$ cat src/rtl/lifo_stack.sv
// LIFO stack, WIDTH x DEPTH, registered top-of-stack; optional sticky err port via STACK_ERR_EN.
// Latency: an operation sampled at edge N is visible on out/count/flags after edge N.
// Backpressure: none; push when full pulses ovf, pop when empty pulses unf, state untouched.
module lifo_stack #(
    parameter int WIDTH = 9,
    parameter int DEPTH = 8
) (
    input  logic                       clk,
    input  logic                       rst_n,
    input  logic                       push,
    input  logic                       pop,
    input  logic [WIDTH-1:0]           in,
    output logic [WIDTH-1:0]           out,
    output logic [$clog2(DEPTH+1)-1:0] count,
    output logic                       empty,
    output logic                       full,
    output logic                       ovf,
`ifdef STACK_ERR_EN
    output logic                       err,
`endif
    output logic                       unf
);
    localparam int CW = $clog2(DEPTH + 1);
    localparam int AW = (DEPTH > 1) ? $clog2(DEPTH) : 1;

    logic [WIDTH-1:0] mem [DEPTH];
    logic             wr_en;
    logic [AW-1:0]    wr_idx;
    logic [AW-1:0]    rd_idx;
    logic [CW-1:0]    count_nxt;
    logic [WIDTH-1:0] out_nxt;
    logic             ovf_nxt;
    logic             unf_nxt;

    assign empty  = (count == '0);
    assign full   = (count == CW'(DEPTH));
    assign rd_idx = AW'(count - CW'(2));

    always_comb begin
        wr_en     = 1'b0;
        wr_idx    = AW'(count);
        count_nxt = count;
        out_nxt   = out;
        ovf_nxt   = 1'b0;
        unf_nxt   = 1'b0;
        if (push && pop && !empty) begin
            // replace-top: legal even when full
            wr_en   = 1'b1;
            wr_idx  = AW'(count - CW'(1));
            out_nxt = in;
        end else if (push && !full) begin
            wr_en     = 1'b1;
            wr_idx    = AW'(count);
            count_nxt = count + CW'(1);
            out_nxt   = in;
        end else if (push) begin
            ovf_nxt = 1'b1;
        end else if (pop && !empty) begin
            count_nxt = count - CW'(1);
            out_nxt   = (count == CW'(1)) ? '0 : mem[rd_idx];
        end else if (pop) begin
            unf_nxt = 1'b1;
        end
    end

    // storage needs no reset: entries above count are never observable
    always_ff @(posedge clk) begin
        if (wr_en) begin
            mem[wr_idx] <= in;
        end
    end

    always_ff @(posedge clk or negedge rst_n) begin
        if (!rst_n) begin
            out   <= '0;
            count <= '0;
            ovf   <= 1'b0;
            unf   <= 1'b0;
        end else begin
            out   <= out_nxt;
            count <= count_nxt;
            ovf   <= ovf_nxt;
            unf   <= unf_nxt;
        end
    end

`ifdef STACK_ERR_EN
    always_ff @(posedge clk or negedge rst_n) begin
        if (!rst_n) begin
            err <= 1'b0;
        end else if (ovf_nxt || unf_nxt) begin
            err <= 1'b1;
        end
    end
`endif

endmodule

$ cat config.mk
export PLATFORM = sky130hd
export DESIGN_NAME = lifo_stack
export DESIGN_NICKNAME = d
export VERILOG_FILES = /design/src/rtl/lifo_stack.sv
export SDC_FILE = /design/constraint.sdc
export NUM_CORES = 1
export LEC_CHECK = 0
export CAP_MARGIN = 15
export CORE_AREA = 2 2 90 92
export CTS_BUF_LIST = sky130_fd_sc_hd__clkbuf_8
export DETAILED_ROUTE_END_ITERATION = 10
export DIE_AREA = 0 0 92 94
export GPL_ROUTABILITY_DRIVEN = 0
export MAX_ROUTING_LAYER = met4
export PLACE_DENSITY = 0.78
export SYNTH_ARGS = -nofsm -noshare
export SYNTH_HDL_FRONTEND = slang
export SYNTH_SLANG_ARGS = --single-unit
$ cat constraint.sdc
create_clock -name clk -period 4.65 [get_ports clk]
set_input_delay 0.93 -clock clk [delete_from_list [all_inputs] [get_ports clk]]
set_output_delay 0.93 -clock clk [all_outputs]
set_load 0.03 [all_outputs]
==> results of run 1 <==
==> layout by cell type, fill, tap and decap left out, types with 6 or more instances in the layout <==
cell type	n
ha_1	6
a21oi_1	15
clkdlybuf4s50_1	29
dfrtp_1	15
a221o_1	9
nor2_1	9
mux4_2	17
clkbuf_8	11
nand2_1	21
edfxtp_1	72
==> final timing paths <==
check | to
min in group asynchronous | count[3]$_DFFE_PN0P_
max | empty
max reg2reg | mem[1][7]$_DFFE_PP_
min | out[1]$_DFFE_PN0P_
max in group asynchronous | out[2]$_DFFE_PN0P_
min reg2reg | out[1]$_DFFE_PN0P_
==> logic make-up (layout without fill, tap and decap cells) <==
family | after synthesis | in the layout | share of synthesized area
buffers and inverters | 19 | 54 | 0.02598
multiplexers | 20 | 20 | 0.1143
AND/OR/NAND/NOR | 57 | 57 | 0.07661
adder cells (fa/ha/maj) | 6 | 6 | 0.01999
XOR/XNOR | 2 | 2 | 0.004664
AO/OA/AOI/OAI | 42 | 42 | 0.08295
flip-flops | 87 | 87 | 0.6755
==> stage by stage <==
step	utilization	cell area [sq um]	total power [mW]
final	0.5717	4349	2.753
after global placement	0.5413	4118	2.171
after global routing	0.5717	4349	2.904
after detailed placement	0.5413	4118	2.199
after floorplan	-	3756	1.897
after CTS	0.5717	4349	2.786
==> Yosys cell counts, types with 3 or more instances <==
master and n:
nand2b_1 3, clkbuf_1 3, o21ai_0 4, dfrtp_1 15
nor2_2 4, edfxtp_1 72, nand2_1 21, nand3_1 5
buf_2 6, a21oi_1 15, nor3_1 5, o21ai_1 4
inv_2 3, ha_1 6, inv_1 3, mux4_2 17
nor2_1 9, a221o_1 9, nand3b_1 3
==> power groups by stage <==
stage | clock network, mW | registers (mW) | logic (mW)
floorplan | 0 | 1.17 | 0.732
global placement | 0 | 1.09 | 1.08
detailed placement | 0 | 1.10 | 1.10
CTS | 0.600 | 1.08 | 1.11
global route | 0.622 | 1.10 | 1.19
finish | 0.587 | 1.08 | 1.09
==> registers in the layout, summed over array words and instances, names as in the netlist <==
register and count:
ovf 1, out 9, mem 72, count 4, unf 1
==> worst register-to-register path, cell delays in order (launching register included) <==
cell and delay, ns:
dfrtp_1 0.39, inv_2 0.24, ha_1 0.41, or3b_4 0.47, a31oi_1 0.30, a31oi_2 0.10
nor2_1 0.75
==> routing by layer <==
layer,wire length (um),vias to the layer above
met2,3433,65
met3,332,17
met4,201,0
li1,-,967
met1,3248,1075
met5,0,-
==> final cells by class <==
cell class	instances	area (sq um)	share of cell area
multi-input cells	127	1121	0.2578
clock buffers	11	151.4	0.03481
well taps	102	127.6	0.02934
repair buffers	31	305.3	0.07020
flip-flops and latches	87	2537	0.5834
clock inverters	5	80.08	0.01841
inverters	7	26.28	0.006041
==> impl_summary.txt, run 1 <==
----------------------------------------------------
[Finish]
  Number of antenna cells inserted ... 0
  Share of cells above drive strength 1 ... 0.1791
  Area Overhead vs Synth ... 15.79%
  Fin nets ... 282
  Count of fill cells added during filler insertion ... 599
  Cell Count, Final, Fillers Out ... 370

[Critical path]
  Kind of capture point of the worst setup path ... primary output
  CP bufs+invs ... 3
  Launching element of the worst setup path ... count[1]$_DFFE_PN0P_
  Cell with the largest stage delay on the worst path ... clkdlybuf4s50_1
  Worst path depth ... 5
  Maximum net fanout on the critical path ... 13
  Critical path's top delay family ... buffers and inverters
  Critical Path Start Type ... flip-flop
  Worst endpoint required time ... 3.72 ns
  Number of cells on the worst reg-to-reg path ... 6
  Chain of cells forming the critical path ... inv_2 > ha_1 > or3b_4 > inv_1 > clkdlybuf4s50_1
  Biggest cell delay along the critical path ... 0.65 ns
  Worst EP arrival ... 2.56 ns
  Category of the critical setup timing path ... reg2out
  Worst reg2reg setup slack ... 1.63 ns
  Reg2Reg Launch Point ... count[1]$_DFFE_PN0P_

[Global routing]
  Total overflow reported by the global router ... 0
  Number of global-route vias before repair ... 2131
  Largest net degree at the start of global routing ... 33
  Antenna violations before repair ... 0
  Global routing's busiest layer ... met2
  Grt met3 use ... 0.04013
  Wire length of the first global-routing pass ... 11450 um
  Global-route usage over all layers ... 0.1865
  Met2 track utilization from global routing ... 0.2813
  Met1 Usage GRT ... 0.2454

[Detailed routing]
  Number of remaining DRC errors ... 0
  Overall routed net length ... 7215 um
  Via total after detailed routing ... 2124
  WL/cell ... 19.50 um
  Detail Route Antenna Nets ... 0
  DR iter-0 viols ... 131
  Pre-Repair DR Iteration Count ... 4
  Post-DR vias/cell ... 5.741

[CTS]
  Post-CTS clock slew at the launch and capture registers of the worst setup and hold paths ... 0.08 ns
  Worst-skew pair later-pin latency ... 0.34 ns
  Depth of the CTS H-tree ... 3
  Number of hold buffers added after cts ... 0
  Count of buffers added by post-CTS timing repair for setup ... 0
  Post_cts resized ... 0
  Buffer type at the clock tree root ... clkbuf_8
  Clock net sink count ... 87
  CTS Buffer Depth ... 2
  Number of buffers created by CTS ... 9
  Clock tree from TritonCTS ... built

[Pwr]
  Net switching share of the total power ... 0.3425
  Combinational group share of total power ... 0.395
  Proportion of power drawn by flip-flops and latches ... 0.392
  Net switching power ... 0.9431 mW
  Int Power ... 1.810 mW
  Clock network fraction of total power ... 0.213
  Leak Pwr ... 1.495 nW
  VDD IR max ... 0.0002216 V
  Power density normalized to cell area ... 633.1 mW/mm^2

[STA]
  Relative slew slack ... 0.3637
  Final Hold Viols ... 0
  Worst-case setup margin in the final layout ... 1.159 ns
  Minimum clock period after layout ... 3.491 ns
  Max Transition Viols Final ... 0
  Total setup violations reported at the end of the flow ... 0
  Setup skew after layout ... 0.005849 ns
  Maximum operating frequency ... 0.2865 GHz
  Final cycle utilization of the critical path ... 0.7508
  RSZ-0062 raised after global routing ... no
  Final TNS setup ... 0 ns
  Actual transition at the worst max-transition pin ... 0.9488 ns
  Worst-case hold slack ... 0.5142 ns

[Synth]
  Warning count from the yosys run ... 0
  Most used flip-flop cell after synthesis ... edfxtp_1
  Sequential-to-total area share from yosys stat ... 0.6755
  Count of flip-flops with a built-in enable after synthesis ... 72
  Netlist area before placement ... 0.003756 sq mm
  Async set-or-reset flop fraction in the synthesized netlist ... 0.1724
  Synthesized flop and latch total ... 87
  Cell taking the most area after synthesis ... edfxtp_1
  Top area cells in the synthesized netlist ... edfxtp_1 58%, mux4_2 10%, dfrtp_1 10%, a221o_1 2.4%, nand2_1 2.1%
  Number of unique standard cell types used by synthesis ... 40
  Post-synthesis instance total ... 233
  Synth top area share ... 0.5756
  Avg Cell Area, Syn ... 16.12 sq um
  Synthesized net count ... 252

[Placed design]
  Instance count after placement with tap cells included ... 354
  Number of buffers added on ports ... 29
  Half-perimeter wire length after placement ... 4398 um
  Post-placement worst setup slack ... 1.185 ns

[Min path]
  Beginning of the worst hold path ... out[1]$_DFFE_PN0P_
  Tightest Hold Check Type ... reg2reg
  Cell depth of the worst min-delay path ... 1

[Run]
  Maximum Capacitance Violations ... 0

[Die]
  Die area ... 0.008648 sq mm
  Starting Density ... 0.4937
  Placement Rows ... 32
  Horizontal die dimension ... 92 um
  I/O pins ... 30
  Chip height ... 94 um
  CORE AREA ... 0.007607 sq mm

[Outcome]
  Outcome ... completed

----------------------------------------------------
Note: power is estimated with default switching activity, not from simulation.
==> run 2: changes to the inputs <==
clock period = 3.3 ns   (was 4.65 ns; I/O delays follow)
==> run 2 against run 1 <==
Non-clock buffer count grew 6. First-iteration DRC count rose by 71%. Combinational power increased by 45%. Critical path type unchanged. Largest power group unchanged. Worst hold slack better by 0.016 ns. Critical path depth is the same. Setup slack got worse by 1.0 ns. Die area stayed put.
==> impl_summary.txt, run 2 (same netlist as run 1, synthesis figures left out) <==
----------------------------------------------------
[Global routing]
  Largest net degree at the start of global routing ... 33 (unchanged)
  Wire length of the first global-routing pass ... 11930 um (was 11450 um)
  Total overflow reported by the global router ... 0 (unchanged)
  Global-route usage over all layers ... 0.1929 (was 0.1865)
  Antenna violations before repair ... 0 (unchanged)
  Number of global-route vias before repair ... 2162 (was 2131)

[Finish]
  Largest reg by FF count ... mem (unchanged)
  Largest registers ranked by flip-flop count ... mem: 72 flops, out: 9 flops, count: 4 flops (unchanged)
  Count of fill cells added during filler insertion ... 580 (was 599)
  Multi-input gate area ... 0.001121 sq mm (unchanged)
  Most frequent standard cell in the layout excluding fill and tap cells ... edfxtp_1 (unchanged)
  Share of cells above drive strength 1 ... 0.1971 (was 0.1791)
  Sequential Area ... 0.002537 sq mm (unchanged)
  Share of the core filled with cells in the final layout ... 0.5776 (was 0.5717)
  Number of antenna cells inserted ... 0 (unchanged)
  Area Overhead vs Synth ... 16.99% (was 15.79%)
  Cell Count, Final, Fillers Out ... 376 (was 370)
  Commonest cells after routing, fill and taps aside ... 72 x edfxtp_1, 29 x clkdlybuf4s50_1, 21 x nand2_1, 17 x mux4_2 (unchanged)
  Flip-flop count of the largest register, all copies and words added ... 72 (unchanged)
  Fin nets ... 288 (was 282)

[CTS]
  CTS Buffer Depth ... 2 (unchanged)
  Clock net sink count ... 87 (unchanged)
  Depth of the CTS H-tree ... 3 (unchanged)
  Count of buffers added by post-CTS timing repair for setup ... 0 (unchanged)
  Buffer type at the clock tree root ... clkbuf_8 (unchanged)
  Post_cts resized ... 0 (unchanged)
  Clock tree from TritonCTS ... built (unchanged)
  Number of hold buffers added after cts ... 0 (unchanged)
  Number of buffers created by CTS ... 9 (unchanged)
  Post-CTS clock slew at the launch and capture registers of the worst setup and hold paths ... 0.09 ns (was 0.08 ns)
  Worst-skew pair later-pin latency ... 0.35 ns (was 0.34 ns)

[STA]
  Max Transition Viols Final ... 0 (unchanged)
  RSZ-0062 raised after global routing ... no (unchanged)
  Final TNS setup ... 0 ns (unchanged)
  Maximum operating frequency ... 0.3167 GHz
  Final cycle utilization of the critical path ... 0.9569
  Worst-case setup margin in the final layout ... 0.1422 ns (was 1.159 ns)
  Setup skew after layout ... 0.01320 ns (was 0.005849 ns)
  Minimum clock period after layout ... 3.158 ns
  Worst-case hold slack ... 0.5302 ns (was 0.5142 ns)
  Total setup violations reported at the end of the flow ... 0 (unchanged)
  Actual transition at the worst max-transition pin ... 0.9192 ns (was 0.9488 ns)
  Final Hold Viols ... 0 (unchanged)
  Relative slew slack ... 0.3835 (was 0.3637)

[Pwr]
  Proportion of power drawn by flip-flops and latches ... 0.385 (was 0.392)
  Net switching share of the total power ... 0.3490 (was 0.3425)
  Int Power ... 2.565 mW (was 1.810 mW)
  Power density normalized to cell area ... 896.7 mW/mm^2 (was 633.1 mW/mm^2)
  VDD IR max ... 0.0004089 V (was 0.0002216 V)
  Combinational group share of total power ... 0.402 (was 0.395)
  Leak Pwr ... 1.527 nW (was 1.495 nW)
  Net switching power ... 1.375 mW (was 0.9431 mW)
  Clock network fraction of total power ... 0.212 (was 0.213)

[Critical path]
  CP bufs+invs ... 3 (unchanged)
  Number of cells on the worst reg-to-reg path ... 6 (unchanged)
  Cell with the largest stage delay on the worst path ... clkdlybuf4s50_1 (unchanged)
  Kind of capture point of the worst setup path ... primary output (unchanged)
  FF-to-FF End ... mem[3][4]$_DFFE_PP_ (was mem[1][7]$_DFFE_PP_)
  Maximum net fanout on the critical path ... 13 (unchanged)
  Worst path depth ... 5 (unchanged)
  Critical Path Start Type ... flip-flop (unchanged)
  Category of the critical setup timing path ... reg2out (unchanged)
  Worst endpoint required time ... 2.64 ns (was 3.72 ns)
  Chain of cells forming the critical path ... inv_2 > ha_1 > or3b_4 > inv_1 > clkdlybuf4s50_1 (unchanged)
  Launching element of the worst setup path ... count[1]$_DFFE_PN0P_ (unchanged)
  Reg2Reg Launch Point ... count[1]$_DFFE_PN0P_ (unchanged)
  Biggest cell delay along the critical path ... 0.65 ns (about the same)
  Worst reg2reg setup slack ... 0.53 ns (was 1.63 ns)
  Endpoint of the most critical setup path ... empty (unchanged)
  Critical path's top delay family ... buffers and inverters (unchanged)
  Worst EP arrival ... 2.50 ns (was 2.56 ns)

[Die]
  Horizontal die dimension ... 92 um (unchanged)
  Chip height ... 94 um (unchanged)
  I/O pins ... 30 (unchanged)
  Placement Rows ... 32 (unchanged)
  Die area ... 0.008648 sq mm (unchanged)
  Starting Density ... 0.4937 (unchanged)
  CORE AREA ... 0.007607 sq mm (unchanged)

[Detailed routing]
  DR iter-0 viols ... 224 (was 131)
  WL/cell ... 19.93 um (was 19.50 um)
  Post-DR vias/cell ... 5.721 (was 5.741)
  Pre-Repair DR Iteration Count ... 4 (unchanged)
  Overall routed net length ... 7493 um (was 7215 um)
  Detail Route Antenna Nets ... 0 (unchanged)
  Number of remaining DRC errors ... 0 (unchanged)
  Via total after detailed routing ... 2151 (was 2124)

[Min path]
  Tightest Hold Check Type ... reg2reg (unchanged)

[Outcome]
  Outcome ... completed (unchanged)

[Run]
  Maximum Capacitance Violations ... 0 (unchanged)

[Placed design]
  Instance count after placement with tap cells included ... 360 (was 354)
  Number of buffers added on ports ... 29 (unchanged)
  Half-perimeter wire length after placement ... 4826 um (was 4398 um)
  Post-placement worst setup slack ... 0.4603 ns (was 1.185 ns)

----------------------------------------------------
## run 2: worst reg2reg max path, cell delays in order (launching register included)
cell     delay [ns]
dfrtp_1        0.39
inv_2          0.19
ha_1           0.38
or3b_4         0.46
and2_4         0.19
a31o_4         0.26
nor2_2         0.51
## run 2: how the worst min path moves through the flow
| stage | startpoint | endpoint | slack, ns | cells after the start |
|---|---|---|---|---|
| 6_report | out[1]$_DFFE_PN0P_ | out[1]$_DFFE_PN0P_ | 0.53 | 1 |
| 5_1_grt | out[4]$_DFFE_PN0P_ | out[4]$_DFFE_PN0P_ | 0.54 | 1 |
| 4_1_cts | out[6]$_DFFE_PN0P_ | out[6]$_DFFE_PN0P_ | 0.53 | 1 |
| 3_5_place_dp | out[4]$_DFFE_PN0P_ | out[4]$_DFFE_PN0P_ | 0.50 | 1 |
| 3_3_place_gp | out[1]$_DFFE_PN0P_ | out[1]$_DFFE_PN0P_ | 0.50 | 1 |
| 2_1_floorplan | rst_n | count[0]$_DFFE_PN0P_ | 0.36 | 0 |
## run 2: power by group through the flow
stage | sequential [mW] | combinational [mW] | clock, mW
2_1_floorplan | 1.64 | 1.03 | 0
3_3_place_gp | 1.53 | 1.57 | 0
3_5_place_dp | 1.54 | 1.59 | 0
4_1_cts | 1.52 | 1.59 | 0.852
5_1_grt | 1.54 | 1.72 | 0.891
6_report | 1.52 | 1.58 | 0.837
## run 2: layer usage
layer | routed length [um] | global-route usage | vias up
met5 | 0 | - | -
met4 | 55 | 0.03980 | 0
met3 | 572 | 0.04254 | 9
met2 | 3691 | 0.3051 | 83
met1 | 3173 | 0.2633 | 1076
li1 | - | - | 983
## run 2: cell type report
type                       instances  area share
clock buffer                      11     0.03445
clock inverter                     5     0.01822
inverter                           7    0.005980
multi-input combinational        127      0.2551
sequential                        87      0.5774
tap                              102     0.02904
timing repair buffer              37     0.07973
## run 2: through the flow
stage	instance area, sq um	power (mW)
finish	4394	3.940
global route	4394	4.150
CTS	4394	3.965
detailed placement	4163	3.127
global placement	4163	3.103
floorplan	3756	2.673
==> run 3: changes to the inputs <==
--- a/config.mk
+++ b/config.mk
@@ -18 +18,2 @@
 export SYNTH_SLANG_ARGS = --single-unit
+export TNS_END_PERCENT = 1
==> constraint.sdc (replaced) <==
create_clock -name clk -period 3.3 [get_ports clk]
set_input_delay 0.33 -clock clk [delete_from_list [all_inputs] [get_ports clk]]
set_output_delay 0.33 -clock clk [all_outputs]
set_load 0.03 [all_outputs]
==> run 3 against run 2 <==
Register-to-register slack gained 0.18 ns. Clock skew decreased by 0.00067 ns. Critical endpoint unchanged. Combinational power about the same. First-iteration DRC count grew 23%. Via count rose by 1.4%. Non-clock buffer count did not move. Largest power group unchanged.
==> impl_summary.txt, run 3 (same netlist as run 1, synthesis figures left out) <==
----------------------------------------------------
[Critical path]
  Kind of capture point of the worst setup path ... primary output (unchanged)
  Reg2Reg Launch Point ... count[0]$_DFFE_PN0P_ (was count[1]$_DFFE_PN0P_)
  Critical Path Start Type ... flip-flop (unchanged)
  FF-to-FF End ... mem[3][1]$_DFFE_PP_ (was mem[3][4]$_DFFE_PP_)
  Number of cells on the worst reg-to-reg path ... 6 (unchanged)
  Worst reg2reg setup slack ... 0.71 ns (was 0.53 ns)
  Maximum net fanout on the critical path ... 9 (was 13)
  Category of the critical setup timing path ... reg2out (unchanged)
  Worst endpoint required time ... 2.97 ns (was 2.64 ns)
  Worst EP arrival ... 2.39 ns (was 2.50 ns)
  Launching element of the worst setup path ... count[0]$_DFFE_PN0P_ (was count[1]$_DFFE_PN0P_)

[Finish]
  Largest reg by FF count ... mem (unchanged)
  Sequential Area ... 0.002537 sq mm (unchanged)
  Count of fill cells added during filler insertion ... 612 (was 580)
  Share of the core filled with cells in the final layout ... 0.5763 (was 0.5776)
  Number of antenna cells inserted ... 0 (unchanged)
  Most frequent standard cell in the layout excluding fill and tap cells ... edfxtp_1 (unchanged)
  Multi-input gate area ... 0.001121 sq mm (unchanged)
  Share of cells above drive strength 1 ... 0.1971 (unchanged)
  Largest registers ranked by flip-flop count ... mem: 72 flops, out: 9 flops, count: 4 flops (unchanged)
  Cell Count, Final, Fillers Out ... 376 (unchanged)
  Post-route cell area ... 0.004384 sq mm (was 0.004394 sq mm)
  Flip-flop count of the largest register, all copies and words added ... 72 (unchanged)
  Area Overhead vs Synth ... 16.72% (was 16.99%)
  Fin nets ... 288 (unchanged)
  Commonest cells after routing, fill and taps aside ... 72 x edfxtp_1, 29 x clkdlybuf4s50_1, 21 x nand2_1, 17 x mux4_2 (unchanged)

[Placed design]
  Post-placement worst setup slack ... 0.6422 ns (was 0.4603 ns)
  Half-perimeter wire length after placement ... 5213 um (was 4826 um)
  Instance count after placement with tap cells included ... 360 (unchanged)
  Number of buffers added on ports ... 29 (unchanged)
  Area after detailed placement ... 0.004163 sq mm (unchanged)

[Detailed routing]
  WL/cell ... 20.95 um (was 19.93 um)
  Pre-Repair DR Iteration Count ... 5 (was 4)
  Overall routed net length ... 7879 um (was 7493 um)
  Via total after detailed routing ... 2182 (was 2151)
  Number of remaining DRC errors ... 0 (unchanged)
  Detail Route Antenna Nets ... 0 (unchanged)
  DR iter-0 viols ... 275 (was 224)
  Post-DR vias/cell ... 5.803 (was 5.721)

[STA]
  RSZ-0062 raised after global routing ... no (unchanged)
  Actual transition at the worst max-transition pin ... 0.9439 ns (was 0.9192 ns)
  Relative slew slack ... 0.3669 (was 0.3835)
  Final cycle utilization of the critical path ... 0.8231 (was 0.9569)
  Final Hold Viols ... 0 (unchanged)
  Minimum clock period after layout ... 2.716 ns (was 3.158 ns)
  Total setup violations reported at the end of the flow ... 0 (unchanged)
  Final TNS setup ... 0 ns (unchanged)
  Maximum operating frequency ... 0.3681 GHz (was 0.3167 GHz)
  Worst-case setup margin in the final layout ... 0.5837 ns (was 0.1422 ns)
  Setup skew after layout ... 0.01253 ns (was 0.01320 ns)
  Max Transition Viols Final ... 0 (unchanged)

[Pwr]
  Proportion of power drawn by flip-flops and latches ... 0.388 (was 0.385)
  Net switching power ... 1.398 mW (was 1.375 mW)
  Clock network fraction of total power ... 0.209 (was 0.212)
  Leak Pwr ... 1.521 nW (was 1.527 nW)
  Power density normalized to cell area ... 896.6 mW/mm^2 (was 896.7 mW/mm^2)
  VDD IR max ... 0.0004947 V (was 0.0004089 V)
  Net switching share of the total power ... 0.3556 (was 0.3490)
  Int Power ... 2.533 mW (was 2.565 mW)
  Combinational group share of total power ... 0.403 (was 0.402)

[Global routing]
  Largest net degree at the start of global routing ... 33 (unchanged)
  Wire length of the first global-routing pass ... 12360 um (was 11930 um)
  Antenna violations before repair ... 0 (unchanged)
  Global-route usage over all layers ... 0.2048 (was 0.1929)
  Number of global-route vias before repair ... 2121 (was 2162)
  Total overflow reported by the global router ... 0 (unchanged)

[Die]
  Placement Rows ... 32 (unchanged)
  CORE AREA ... 0.007607 sq mm (unchanged)
  Starting Density ... 0.4937 (unchanged)
  Horizontal die dimension ... 92 um (unchanged)
  Die area ... 0.008648 sq mm (unchanged)
  I/O pins ... 30 (unchanged)
  Chip height ... 94 um (unchanged)

[CTS]
  Worst-skew pair later-pin latency ... 0.36 ns (was 0.35 ns)
  Depth of the CTS H-tree ... 3 (unchanged)
  CTS Buffer Depth ... 2 (unchanged)
  Post-CTS clock slew at the launch and capture registers of the worst setup and hold paths ... 0.09 ns (about the same)
  Clock tree from TritonCTS ... built (unchanged)
  Post_cts resized ... 0 (unchanged)
  Buffer type at the clock tree root ... clkbuf_8 (unchanged)
  Number of hold buffers added after cts ... 0 (unchanged)
  Count of buffers added by post-CTS timing repair for setup ... 0 (unchanged)
  Clock net sink count ... 87 (unchanged)
  Number of buffers created by CTS ... 9 (unchanged)

[Outcome]
  Outcome ... completed (unchanged)

[Run]
  Maximum Capacitance Violations ... 0 (unchanged)

[Min path]
  Tightest Hold Check Type ... in2async (was reg2reg)

----------------------------------------------------
[run 3: worst max-delay path by stage]
stage | end | slack [ns] | depth (start not counted)
final | empty | 0.58 | 5
after global placement | mem[3][2]$_DFFE_PP_ | 0.71 | 4
after CTS | empty | 0.58 | 5
after detailed placement | mem[3][2]$_DFFE_PP_ | 0.64 | 4
after global routing | empty | 0.46 | 5
after floorplan | mem[0][0]$_DFFE_PP_ | 0.46 | 9
[run 3: through the flow]
stage	total power, mW	hold WS (ns)
floorplan	2.673	0.03441
global placement	3.097	0.4948
CTS	3.965	0.4480
finish	3.931	0.4314
detailed placement	3.145	0.4999
global route	4.147	0.4779
[run 3: layout make-up]
class / instances / area share
clock inverter: 7 / 0.02226
inverter: 7 / 0.005993
clock buffer: 9 / 0.02825
multi-input combinational: 127 / 0.2557
sequential: 87 / 0.5788
tap: 102 / 0.02911
timing repair buffer: 37 / 0.07991
[run 3: power by group through the flow]
stage                     sequential, mW  clock, mW  combinational [mW]
final                               1.53      0.820                1.59
after global routing                1.55      0.875                1.72
after CTS                           1.53      0.834                1.60
after detailed placement            1.55          0                1.59
after global placement              1.54          0                1.56
after floorplan                     1.64          0                1.03
[run 3: routing by layer]
layer / track usage / up-vias / wire (um)
met3: 0.04093 / 11 / 613
met4: 0.08458 / 0 / 109
li1: - / 980 / -
met1: 0.2924 / 1094 / 3308
met2: 0.2917 / 97 / 3847
met5: - / - / 0
[run 3: critical path, cell delays in order, from the launching register on]
cell	delay (ns)
dfrtp_1	0.41
inv_2	0.08
ha_1	0.33
or3b_4	0.47
inv_1	0.07
clkdlybuf4s50_1	0.66
